File: src/rtl/muldiv_pkg.sv
// Shared encodings for the iterative multiply/divide unit.
package muldiv_pkg;

    typedef enum logic [1:0] {
        OP_MUL  = 2'b00,
        OP_MULU = 2'b01,
        OP_DIV  = 2'b10,
        OP_DIVU = 2'b11
    } op_e;

    typedef enum logic [1:0] {
        ST_IDLE = 2'b00,
        ST_RUN  = 2'b01,
        ST_DONE = 2'b10
    } state_e;

    // The counter must hold the value WIDTH itself, hence the extra bit.
    function automatic int cnt_width(input int w);
        return $clog2(w) + 1;
    endfunction

    localparam int DEFAULT_WIDTH = 32;
    localparam int DEFAULT_CNT_W = cnt_width(DEFAULT_WIDTH);

endpackage

File: src/rtl/muldiv_sign_fix.sv
// Combinational operand magnitude extraction and result sign correction.
module muldiv_sign_fix
    import muldiv_pkg::*;
#(
    parameter int WIDTH = 32
) (
    input  logic [1:0]         op,
    input  logic [WIDTH-1:0]   a,
    input  logic [WIDTH-1:0]   b,
    output logic [WIDTH-1:0]   mag_a,
    output logic [WIDTH-1:0]   mag_b,
    output logic               neg_a,
    output logic               neg_b,
    input  logic               is_div,
    input  logic               sign_a,
    input  logic               sign_b,
    input  logic [2*WIDTH-1:0] raw,
    output logic [WIDTH-1:0]   res_hi,
    output logic [WIDTH-1:0]   res_lo
);

    logic               signed_op;
    logic [2*WIDTH-1:0] raw_neg;

    assign signed_op = (op == OP_MUL) || (op == OP_DIV);
    assign neg_a     = signed_op & a[WIDTH-1];
    assign neg_b     = signed_op & b[WIDTH-1];
    assign mag_a     = neg_a ? (~a + 1'b1) : a;
    assign mag_b     = neg_b ? (~b + 1'b1) : b;

    assign raw_neg   = ~raw + 1'b1;

    always_comb begin
        res_hi = raw[2*WIDTH-1:WIDTH];
        res_lo = raw[WIDTH-1:0];
        if (is_div) begin
            // Quotient follows the sign product, remainder follows the dividend.
            if (sign_a ^ sign_b) res_lo = ~raw[WIDTH-1:0] + 1'b1;
            if (sign_a)          res_hi = ~raw[2*WIDTH-1:WIDTH] + 1'b1;
        end else if (sign_a ^ sign_b) begin
            res_hi = raw_neg[2*WIDTH-1:WIDTH];
            res_lo = raw_neg[WIDTH-1:0];
        end
    end

endmodule

File: src/rtl/mul_div_unit.sv
// Iterative MUL/MULU/DIV/DIVU into HI/LO; start edge to done is WIDTH+1 edges, divide-by-zero 1 edge.
// start is ignored while busy; MULDIV_EARLY_TERM_EN lets multiplies stop once the multiplier is exhausted.
module mul_div_unit
    import muldiv_pkg::*;
#(
    parameter int WIDTH = 32
) (
    input  logic             clock,
    input  logic             reset,
    input  logic             start,
    input  logic [1:0]       op,
    input  logic [WIDTH-1:0] a,
    input  logic [WIDTH-1:0] b,
    output logic             busy,
    output logic             done,
    output logic             div_by_zero,
    output logic [WIDTH-1:0] hi,
    output logic [WIDTH-1:0] lo
);

    localparam int CNT_BITS = cnt_width(WIDTH);

    state_e               state, state_nxt;
    logic [CNT_BITS-1:0]  cnt;
    logic                 is_div_q, sign_a_q, sign_b_q;
    logic [2*WIDTH-1:0]   acc, acc_nxt;
    logic [2*WIDTH-1:0]   mcand, mcand_nxt;
    logic [WIDTH-1:0]     opb, opb_nxt;
    logic [WIDTH:0]       shifted, diff;
    logic                 last;
    logic                 accept, b_zero, short_op;

    logic [WIDTH-1:0]     mag_a, mag_b, res_hi, res_lo;
    logic                 neg_a, neg_b;

    muldiv_sign_fix #(.WIDTH(WIDTH)) u_sign_fix (
        .op     (op),
        .a      (a),
        .b      (b),
        .mag_a  (mag_a),
        .mag_b  (mag_b),
        .neg_a  (neg_a),
        .neg_b  (neg_b),
        .is_div (is_div_q),
        .sign_a (sign_a_q),
        .sign_b (sign_b_q),
        .raw    (acc_nxt),
        .res_hi (res_hi),
        .res_lo (res_lo)
    );

    assign accept = start && (state != ST_RUN);
    assign b_zero = (b == '0);

`ifdef MULDIV_EARLY_TERM_EN
    assign short_op = b_zero;
`else
    assign short_op = b_zero && op[1];
`endif

    // One iteration step; acc holds the product, or {remainder, quotient} when dividing.
    always_comb begin
        acc_nxt   = acc;
        mcand_nxt = mcand;
        opb_nxt   = opb;
        shifted   = '0;
        diff      = '0;
        if (is_div_q) begin
            shifted = acc[2*WIDTH-1:WIDTH-1];
            diff    = shifted - {1'b0, opb};
            if (!diff[WIDTH])
                acc_nxt = {diff[WIDTH-1:0], acc[WIDTH-2:0], 1'b1};
            else
                acc_nxt = {acc[2*WIDTH-2:0], 1'b0};
        end else begin
            if (opb[0]) acc_nxt = acc + mcand;
            mcand_nxt = mcand << 1;
            opb_nxt   = opb >> 1;
        end
        last = (cnt == CNT_BITS'(1));
`ifdef MULDIV_EARLY_TERM_EN
        if (!is_div_q && (opb_nxt == '0)) last = 1'b1;
`endif
    end

    always_ff @(posedge clock or posedge reset) begin
        if (reset) state <= ST_IDLE;
        else       state <= state_nxt;
    end

    always_comb begin
        state_nxt = state;
        busy      = 1'b0;
        done      = 1'b0;
        case (state)
            ST_IDLE: begin
                if (start) state_nxt = short_op ? ST_DONE : ST_RUN;
            end
            ST_RUN: begin
                busy = 1'b1;
                if (last) state_nxt = ST_DONE;
            end
            ST_DONE: begin
                done = 1'b1;
                if (start) state_nxt = short_op ? ST_DONE : ST_RUN;
                else       state_nxt = ST_IDLE;
            end
            default: state_nxt = ST_IDLE;
        endcase
    end

    always_ff @(posedge clock or posedge reset) begin
        if (reset) begin
            cnt         <= '0;
            is_div_q    <= 1'b0;
            sign_a_q    <= 1'b0;
            sign_b_q    <= 1'b0;
            acc         <= '0;
            mcand       <= '0;
            opb         <= '0;
            hi          <= '0;
            lo          <= '0;
            div_by_zero <= 1'b0;
        end else if (accept) begin
            cnt      <= CNT_BITS'(WIDTH);
            is_div_q <= op[1];
            sign_a_q <= neg_a;
            sign_b_q <= neg_b;
            acc      <= op[1] ? {{WIDTH{1'b0}}, mag_a} : '0;
            mcand    <= {{WIDTH{1'b0}}, mag_a};
            opb      <= mag_b;
            if (short_op) begin
                hi          <= op[1] ? a : '0;
                lo          <= op[1] ? '1 : '0;
                div_by_zero <= op[1];
            end
        end else if (state == ST_RUN) begin
            cnt   <= cnt - CNT_BITS'(1);
            acc   <= acc_nxt;
            mcand <= mcand_nxt;
            opb   <= opb_nxt;
            if (last) begin
                hi          <= res_hi;
                lo          <= res_lo;
                div_by_zero <= 1'b0;
            end
        end
    end

endmodule

File: config.mk
export PLATFORM = sky130hd
export DESIGN_NAME = mul_div_unit
export DESIGN_NICKNAME = d
export VERILOG_FILES = /design/src/rtl/muldiv_pkg.sv /design/src/rtl/muldiv_sign_fix.sv /design/src/rtl/mul_div_unit.sv
export SDC_FILE = /design/constraint.sdc
export NUM_CORES = 1
export LEC_CHECK = 0
export CAP_MARGIN = 0
export CORE_ASPECT_RATIO = 1.25
export CORE_MARGIN = 3
export CORE_UTILIZATION = 50
export DETAILED_ROUTE_END_ITERATION = 8
export HOLD_SLACK_MARGIN = 0.05
export PLACE_DENSITY = 0.72
export SLEW_MARGIN = 15
export SYNTH_ARGS = -nofsm -noshare
export SYNTH_HDL_FRONTEND = slang
export SYNTH_SLANG_ARGS = --single-unit
export TNS_END_PERCENT = 1
File: constraint.sdc
create_clock -name clock -period 7.9 [get_ports clock]
set_clock_uncertainty 0.1 [all_clocks]
set_input_delay 1.185 -clock clock [delete_from_list [all_inputs] [get_ports clock]]
set_output_delay 1.185 -clock clock [all_outputs]
set_load 0.03 [all_outputs]
Word level (Yosys, flattened, before mapping)
Cells that the tools add are included.

Register bits after elaboration: 236. Input bits: 69. Output and inout bits: 67.

Add/sub/neg operators: 8. Equal/unequal tests: 9. Multiplexer cells: 43. Bitwise operators: 8. Reduce and logical (&&, ||, !) cells: 11.

Operators with widths (number): 32-bit two-way mux (22); 64-bit two-way mux (8); 32-bit by 1-bit adder with 32-bit output, second input constant (4); 32-bit inverter (4); 64-bit by 1-bit adder with 64-bit output, second input constant (1); 64-bit adder (1); 64-bit inverter (1); 33-bit by 32-bit subtractor with 33-bit output (1); 32-bit zero test (1); 6-bit two-way mux (2); 2-bit two-way mux (4); 6-bit by 1-bit == test with 1-bit output, second input constant (1); 1-bit two-way mux (6); 2-bit by 1-bit != test with 1-bit output, second input constant (3); 2-bit case mux with 3 select lines (1); 6-bit by 1-bit subtractor with 6-bit output, second input constant (1); 2-bit == test, second input constant (2); 2-bit zero test (2); 2-bit != test, second input constant (2); 2-bit AND reduction (2); 2-bit nonzero test (2); 3-bit AND reduction (1); 1-bit bitwise AND (2); 2-bit by 1-bit == test with 1-bit output, second input constant (1); 3 further kinds (4).

Logic depth before layout (Yosys ltp)
Gate-level depths: netlist (run 1).

Depth in word-level cells: 10. Depth in mapped cells: 25. Depth with buffers taken out: 22.

Cells and area by module
Synthesis (run 1) repeated with hierarchy kept, for this count alone.

Cells, all modules: 2699. Area, all modules: 20656.1 um^2.

By module, submodules not included: mul_div_unit (times used 1, cells each 2204, area each 17493.0 um^2, seq. area each 5905.7 um^2); muldiv_sign_fix (times used 1, cells each 495, area each 3163.0 um^2, seq. area each 0.0 um^2).

Worst setup path after synthesis (run 1)
No wires, ideal clock.

Path kind: flip-flop to flip-flop. From: register acc[31]. To: register hi[10]. Setup time: 0.126 ns. Data arrival time: 4.979 ns. Slack: 2.695 ns. Cell stages (with the launch flop): 26. Buffers on the path: 3. Clock period less this slack: 5.205 ns. Cells stage by stage: dfrtp_1 -> inv_1 -> ha_1 -> inv_1 -> fa_1 -> a211oi_2 -> o211ai_1 -> a41oi_2 -> a211oi_4 -> or3_1 -> buf_6 -> nand2_4 -> buf_6 -> buf_6 -> a21oi_1 -> inv_1 -> ha_1 -> nand3_1 -> or3_1 -> or3_1 -> nor4_2 -> nand3_1 -> a21boi_1 -> a21oi_1 -> xnor2_1 -> a221o_1.

Cells in the longest elaborated chain, start to end: 10. Elaborated cells on any way between the ends: 15. Those cells by class: add/sub: 4; mux: 9; bitwise: 2.

RTL lines: start: declaration (line mul_div_unit.sv:26) `logic [2*WIDTH-1:0] acc, acc_nxt;`; start signal: assignment (line mul_div_unit.sv:129) `acc <= op[1] ? {{WIDTH{1'b0}}, mag_a} : '0;`; start signal: assignment (line mul_div_unit.sv:139) `acc <= acc_nxt;`; 64-bit adder or 33-bit by 32-bit subtractor with 33-bit output (tied branches) (line mul_div_unit.sv:76, mul_div_unit.sv:70); 64-bit two-way mux, on equally long branches (line mul_div_unit.sv:76, mul_div_unit.sv:71); 64-bit two-way mux (*) (line mul_div_unit.sv:68) `if (is_div_q) begin`; 64-bit inverter or 32-bit inverter (tied branches) (line muldiv_sign_fix.sv:31, muldiv_sign_fix.sv:39); 64-bit by 1-bit adder with 64-bit output or 32-bit by 1-bit adder with 32-bit output (tied branches) (line muldiv_sign_fix.sv:31, muldiv_sign_fix.sv:39); 32-bit two-way mux, on equally long branches (line muldiv_sign_fix.sv:40, muldiv_sign_fix.sv:39); 32-bit two-way mux (*) (line muldiv_sign_fix.sv:36) `if (is_div) begin`; 32-bit two-way mux (*) (line mul_div_unit.sv:142) `if (last) begin`; 32-bit two-way mux (*) (line mul_div_unit.sv:137) `end else if (state == ST_RUN) begin`; 32-bit two-way mux (*) (line mul_div_unit.sv:124) `end else if (accept) begin`; end signal: assignment (line mul_div_unit.sv:133) `hi <= op[1] ? a : '0;`; end signal: assignment (line mul_div_unit.sv:143) `hi <= res_hi;`; end: declaration (line mul_div_unit.sv:17) `output logic [WIDTH-1:0] hi,`.

Every way passes the cells marked *; elsewhere a longest branch is shown, timed or not. The select of a mux whose other input is x is not followed. A chain may end at the register's enable or synchronous reset.

Worst setup path in the final report (run 1)
Same ends and word-level chain as after synthesis.

==> results of run 1 <==
## registers in the layout, summed over array words and instances, names as in the netlist
signal / flops
mcand: 64
sign_a_q: 1
sign_b_q: 1
div_by_zero: 1
opb: 32
hi: 32
lo: 32
is_div_q: 1
state: 2
cnt: 6
acc: 64
## worst paths after layout
path | end | depth (start not counted) | from
max in group asynchronous | is_div_q | 3 | reset
min in group asynchronous | lo[2] | 2 | reset
min reg2reg | cnt[5] | 1 | cnt[5]
max reg2reg | hi[10] | 22 | acc[31]
min | cnt[5] | 1 | cnt[5]
max | hi[10] | 22 | acc[31]
## critical path, cell delays in order, from the launching register on
cell,delay (ns)
dfrtp_1,0.38
inv_1,0.14
ha_1,0.20
inv_1,0.06
fa_1,0.43
a211oi_2,0.24
o211ai_1,0.17
a41oi_2,0.34
a211oi_4,0.16
or3_1,0.48
nand2_4,0.34
a21oi_1,0.24
inv_1,0.12
ha_1,0.19
nand3_1,0.13
or3_1,0.40
or3_1,0.35
nor4_2,0.33
nand3_1,0.41
a21boi_1,0.35
a21oi_1,0.12
xnor2_1,0.14
a221o_1,0.33
## cell type report
type	instances	area share, %
Clock buffer	38	3.36
Clock inverter	16	0.847
Inverter	90	1.45
Multi-Input combinational cell	2194	59.7
Sequential cell	236	24.9
Tap cell	552	2.90
Timing Repair Buffer	173	6.88
## routing by layer
metal  vias up  wire [µm]  global-route usage [%]  part of all wire, %
li1      10100          -                       -                    -
met1     10800      31200                    42.8                   35
met2      1245      41600                    63.2                   47
met3       392       6370                    5.65                  7.3
met4         0       8660                    30.5                  9.9
met5         -          0                       0                    0
## logic make-up (layout without fill, tap and decap cells)
family	count (synthesis)	count (layout)	synth area share, %
AOI/OAI and AO/OA	1011	1011	31.9
buffers and inverters	269	317	5.15
muxes	29	29	1.40
xor gates and xnor gates	174	174	7.21
DFF	236	236	27.9
adders and majority gates	103	103	6.17
and+or+nand+nor	877	877	20.2
## where the power goes
part,switching (mW),leakage (nW),internal (mW)
clock network,0.609,0.478,0.821
logic,6.33,6.28,3.17
registers,0.490,2.95,1.73
total,7.43,9.71,5.72
## layout by cell type, fill, tap and decap left out, types with 15 or more instances in the layout
cell,count
a211oi_1,44
a21o_1,37
a21oi_1,259
a22o_1,37
a22oi_1,28
a31oi_1,36
and3_1,32
buf_4,38
clkbuf_16,29
clkdlybuf4s50_1,135
dfrtp_1,234
ha_1,101
inv_1,88
mux2i_1,24
nand2_1,270
nand3_1,91
nand4_1,45
nor2_1,214
nor2b_1,18
nor3_1,59
nor4_1,15
o211ai_1,24
o21a_1,31
o21ai_0,256
o221ai_1,17
o22ai_1,22
o31ai_1,27
or3_1,24
or4_1,15
xnor2_1,100
xor2_1,74
==> metrics.cfg, run 1 <==
[synthesis]
ys_ff_latch = 236
yosysMostFrequentCell = nand2_1
synth.cell_area_um2 = 21100
avgSynthCellArea_um2 = 7.83
synth-main-ff-cell = dfrtp_1
synth_top_area_share_pct = 27.9
syn_inst = 2699
syn_nets = 2871
synth_edf_count = 0
ys.warnings.count = 0
yosysUniqueCellTypes = 106
synth_commonest_cells = nand2_1 (271), a21oi_1 (259), o21ai_0 (256)
async_flop_share_pct = 100
synth_top_cell_by_area = dfrtp_1
synthTopCellsByArea = dfrtp_1 (28%), a21oi_1 (6.1%), o21ai_0 (6.1%)
ys_seq_area_share_pct = 27.9

[clocking]
cts_resized = 0
cts_tree = built
cts_post_setup_buffers_inserted = 0
hold_buffers = 0
cts_made_buffers = 29
cts_root_buffer = clkbuf_16
htree_num_levels = 1
clkTransAtPathRegs_ns = 0.07
clock_path_buffers = 3
clock-sinks = 236
clk_latency_ns = 0.60

[drt]
drt_first_pass_iters = 6
vias = 22500
drtIter0Drc = 2344
drt.antenna.violating_nets = 0
viasPerCell = 6.82
drt-total-wl_um = 87800
drc = 0
routedWlPerCell_um = 26.6

[flow_run]
drv_cap = 0

[place]
place_ws_ns = 1.80
io_buffers = 135
place.gp.congestion = 1.01
place_area_um2 = 22800
dp.cells = 3245
dpl.hpwl_um = 66000

[status]
run_status = finished clean

[cells_and_area]
antenna_cells = 0
area_growth_pct = 12.5
fin_area_um2 = 23800
fin_cells = 3299
layout-drive-gt1-share_pct = 6.37
nets = 2896
fillCellCount = 3834
multi_input_area_um2 = 14200
seq_area_um2 = 5910
final_core_util_pct = 57.4

[timing]
fmax_ghz = 0.160
slew_headroom_pct = 33.5
tightest_slew_ns = 0.998
fin_crit_sh_pct = 79.4
rsz0062_at_grt = false
min_period_ns = 6.27
fin_hold_ws_ns = 0.367
hold_viol = 0
timing.final.setup_violations = 0
finalSetupTns_ns = 0
drv_slew = 0
fin_ws_ns = 1.63

[grt]
grt_pass1_vias = 21600
antenna_found_initial = 0
grt_max_degree = 105
overflow = 0
grt_usage_pct = 37.9
grt_pass1_wl_um = 132000

[floorplan]
rows = 83
start_util_pct = 51.0
dieArea_um2 = 44800
die_x_um = 190
die_h_um = 236
core_area_um2 = 41400
ioPinCount = 136

[setup_path]
start_kind = register
critPathRequiredTime_ns = 8.28
arrival_ns = 6.65
worstPathMaxFanout = 21
crit_type = register to register
reg2reg_slack_ns = 1.63
crit_path_end_kind = register

[power_and_ir_drop]
vdd_ir_drop_max_mv = 0.243
p_per_area_nw_per_um2 = 553
cellLeakagePower_nw = 9.71
p_total_mw = 13.1

[worst_hold_path]
hold_path_class = register to register

Note: power is estimated with default switching activity, not from simulation.
==> inputs of run 2 (changes only) <==
==> constraint.sdc (replaced) <==
create_clock -name clock -period 5.1 [get_ports clock]
set_clock_uncertainty 0.1 [all_clocks]
set_input_delay 0.765 -clock clock [delete_from_list [all_inputs] [get_ports clock]]
set_output_delay 0.765 -clock clock [all_outputs]
set_load 0.03 [all_outputs]
==> run 2 against run 1 <==
  * Utilization up 4.3 points
  * Sequential cell count unchanged
  * Critical endpoint is now hi[18]
  * Highest routed layer unchanged
  * Routed wire length up 6.8%
==> metrics.cfg, run 2 (synthesized netlist as in run 1, its figures left out) <==
[timing]
min_period_ns = 5.00  ; -1.27 ns
finalSetupTns_ns = 0  ; unchanged
fmax_ghz = 0.200  ; +25%
timing.final.setup_violations = 0  ; unchanged
rsz0062_at_grt = true
drv_slew = 0  ; unchanged
hold_viol = 0  ; unchanged
fin_crit_sh_pct = 98.0  ; +19 points
slew_headroom_pct = 15.7  ; -18 points
tightest_slew_ns = 1.26  ; +0.263 ns

[grt]
grtUsageMet1_pct = 47.7  ; +4.9 points
grt_pass1_vias = 22700  ; +4.8%
overflow = 0  ; unchanged
use_met2_pct = 67.2  ; +4.0 points
grt_max_degree = 130  ; +24%
grt_usage_pct = 40.5  ; +2.6 points
busiest_layer = met2
met3_usage_pct = 5.29  ; -0.36 points
grt_pass1_wl_um = 139000  ; +5.7%
antenna_found_initial = 1  ; +1

[drt]
drc = 0  ; unchanged
vias = 23500  ; +4.4%
drtIter0Drc = 2444  ; +4.3%
viasPerCell = 6.73  ; -1.4%
drt_first_pass_iters = 9  ; +3
drt.antenna.violating_nets = 0  ; unchanged
drt-total-wl_um = 93800  ; +6.8%
routedWlPerCell_um = 26.9  ; +0.92%

[clocking]
cts_root_buffer = clkbuf_16
clock-sinks = 236  ; unchanged
hold_buffers = 0  ; unchanged
clkTransAtPathRegs_ns = 0.06  ; about the same
htree_num_levels = 1  ; unchanged
cts_tree = built
clk_latency_ns = 0.59  ; about the same
clock_path_buffers = 3  ; unchanged
cts_made_buffers = 27  ; -6.9%

[setup_path]
arrival_ns = 5.33  ; -1.32 ns
start_kind = register
reg2reg_slack_ns = 0.10  ; -1.53 ns
crit_type = register to register
critPathTopFamily = simple AND/OR/NAND/NOR gates
crit_path_end_kind = register
slowest_delay_ns = 0.41  ; -0.07 ns
worstPathMaxFanout = 5  ; -76%
crit_path_top_delay_cell = or3_4
critPathBufInv = 6  ; +3
critPathRequiredTime_ns = 5.44  ; -2.84 ns

[cells_and_area]
antenna_cells = 0  ; unchanged
fin_cells = 3493  ; +5.9%
layout-drive-gt1-share_pct = 13.8  ; +7.4 points
nets = 3093  ; +6.8%
reg_top3 = acc: 64 flops, mcand: 64 flops
final_cell_mix = nand2_1 (268), a21oi_1 (255), o21ai_0 (253)
area_growth_pct = 20.9
final_common_cell = nand2_1
fin_area_um2 = 25600  ; +7.5%

[power_and_ir_drop]
clkPwrFrac_pct = 10.3  ; -0.6 points
intPower_mw = 10.3  ; +80%
p_seq_share_pct = 15.0  ; -1.9 points
vdd_ir_drop_max_mv = 0.964  ; +300%
pwr-share-comb_pct = 74.7  ; +2.4 points
p_total_mw = 22.4  ; +70%
switching_share_pct = 54.2  ; -2.4 points
cellLeakagePower_nw = 10.7  ; +11%
p_per_area_nw_per_um2 = 877  ; +59%
p_sw_mw = 12.1  ; +63%

[place]
dpl.hpwl_um = 71400  ; +8.2%
io_buffers = 135  ; unchanged
dp.cells = 3436  ; +5.9%
place.gp.congestion = 1.01  ; -0.85%
place_area_um2 = 24200  ; +6.5%

[floorplan]
die_h_um = 236  ; unchanged
start_util_pct = 51.0  ; unchanged
rows = 83  ; unchanged
die_x_um = 190  ; unchanged
dieArea_um2 = 44800  ; unchanged
ioPinCount = 136  ; unchanged
core_area_um2 = 41400  ; unchanged

[worst_hold_path]
hold_path_class = register to register

[status]
run_status = finished clean

[flow_run]
drv_cap = 0  ; unchanged

## run 2: stage by stage
step	hold WS, ns	util [%]	setup WS [ns]
2_1_floorplan	0.345	-	-0.105
3_3_place_gp	0.361	58.5	0.0366
3_5_place_dp	0.361	58.5	-0.0904
4_1_cts	0.377	61.1	-0.0179
5_1_grt	0.401	61.7	-0.128
6_report	0.372	61.7	0.103
## run 2: worst reg2reg max path: cells and delay by family (launching register included)
family,cells,cell delay (ns)
flops,1,0.39
simple gates,8,1.67
buf+inv,6,0.70
xor+xnor,1,0.22
fa+ha+maj,3,0.64
compound gates,7,1.14
## run 2: worst paths after layout
path | startpoint | endpoint | depth (start not counted)
max in group asynchronous | reset | opb[25] | 3
min in group asynchronous | reset | mcand[22] | 2
worst min-delay path | lo[11] | lo[11] | 2
worst max-delay path | acc[31] | hi[18] | 25
worst max register to register | acc[31] | hi[18] | 25
worst min register to register | lo[11] | lo[11] | 2
## run 2: repair_timing
| action | in CTS | in global routing |
|---|---|---|
| gates resized for setup | 13 | 37 |
| endpoints found under the setup margin | 4 | 29 |
| buffers inserted | 2 | 6 |
| pin swaps | 7 | 24 |
## run 2: power groups by stage
| stage | clock network, mW | logic [mW] | registers, mW |
|---|---|---|---|
| after floorplan | 0 | 9.36 | 3.66 |
| after global placement | 0 | 15.7 | 3.33 |
| after detailed placement | 0 | 15.9 | 3.35 |
| after CTS | 2.30 | 16.0 | 3.33 |
| after global routing | 2.37 | 17.7 | 3.43 |
| final | 2.30 | 16.7 | 3.37 |
## run 2: per-layer routing
layer	up-vias	wire, µm	share of wire, %
li1	10500	-	-
met1	11300	34400	37
met2	1296	44100	47
met3	396	6500	6.9
met4	0	8720	9.3
met5	-	0	0
## run 2: area by class of cell
type / instances / area, µm²
Clock inverter: 15 / 259
Sequential cell: 236 / 5910
Multi-Input combinational cell: 2194 / 14400
Fill cell: 3744 / 15900
Clock buffer: 34 / 752
Tap cell: 552 / 691
Inverter: 90 / 342
Timing Repair Buffer: 372 / 3190
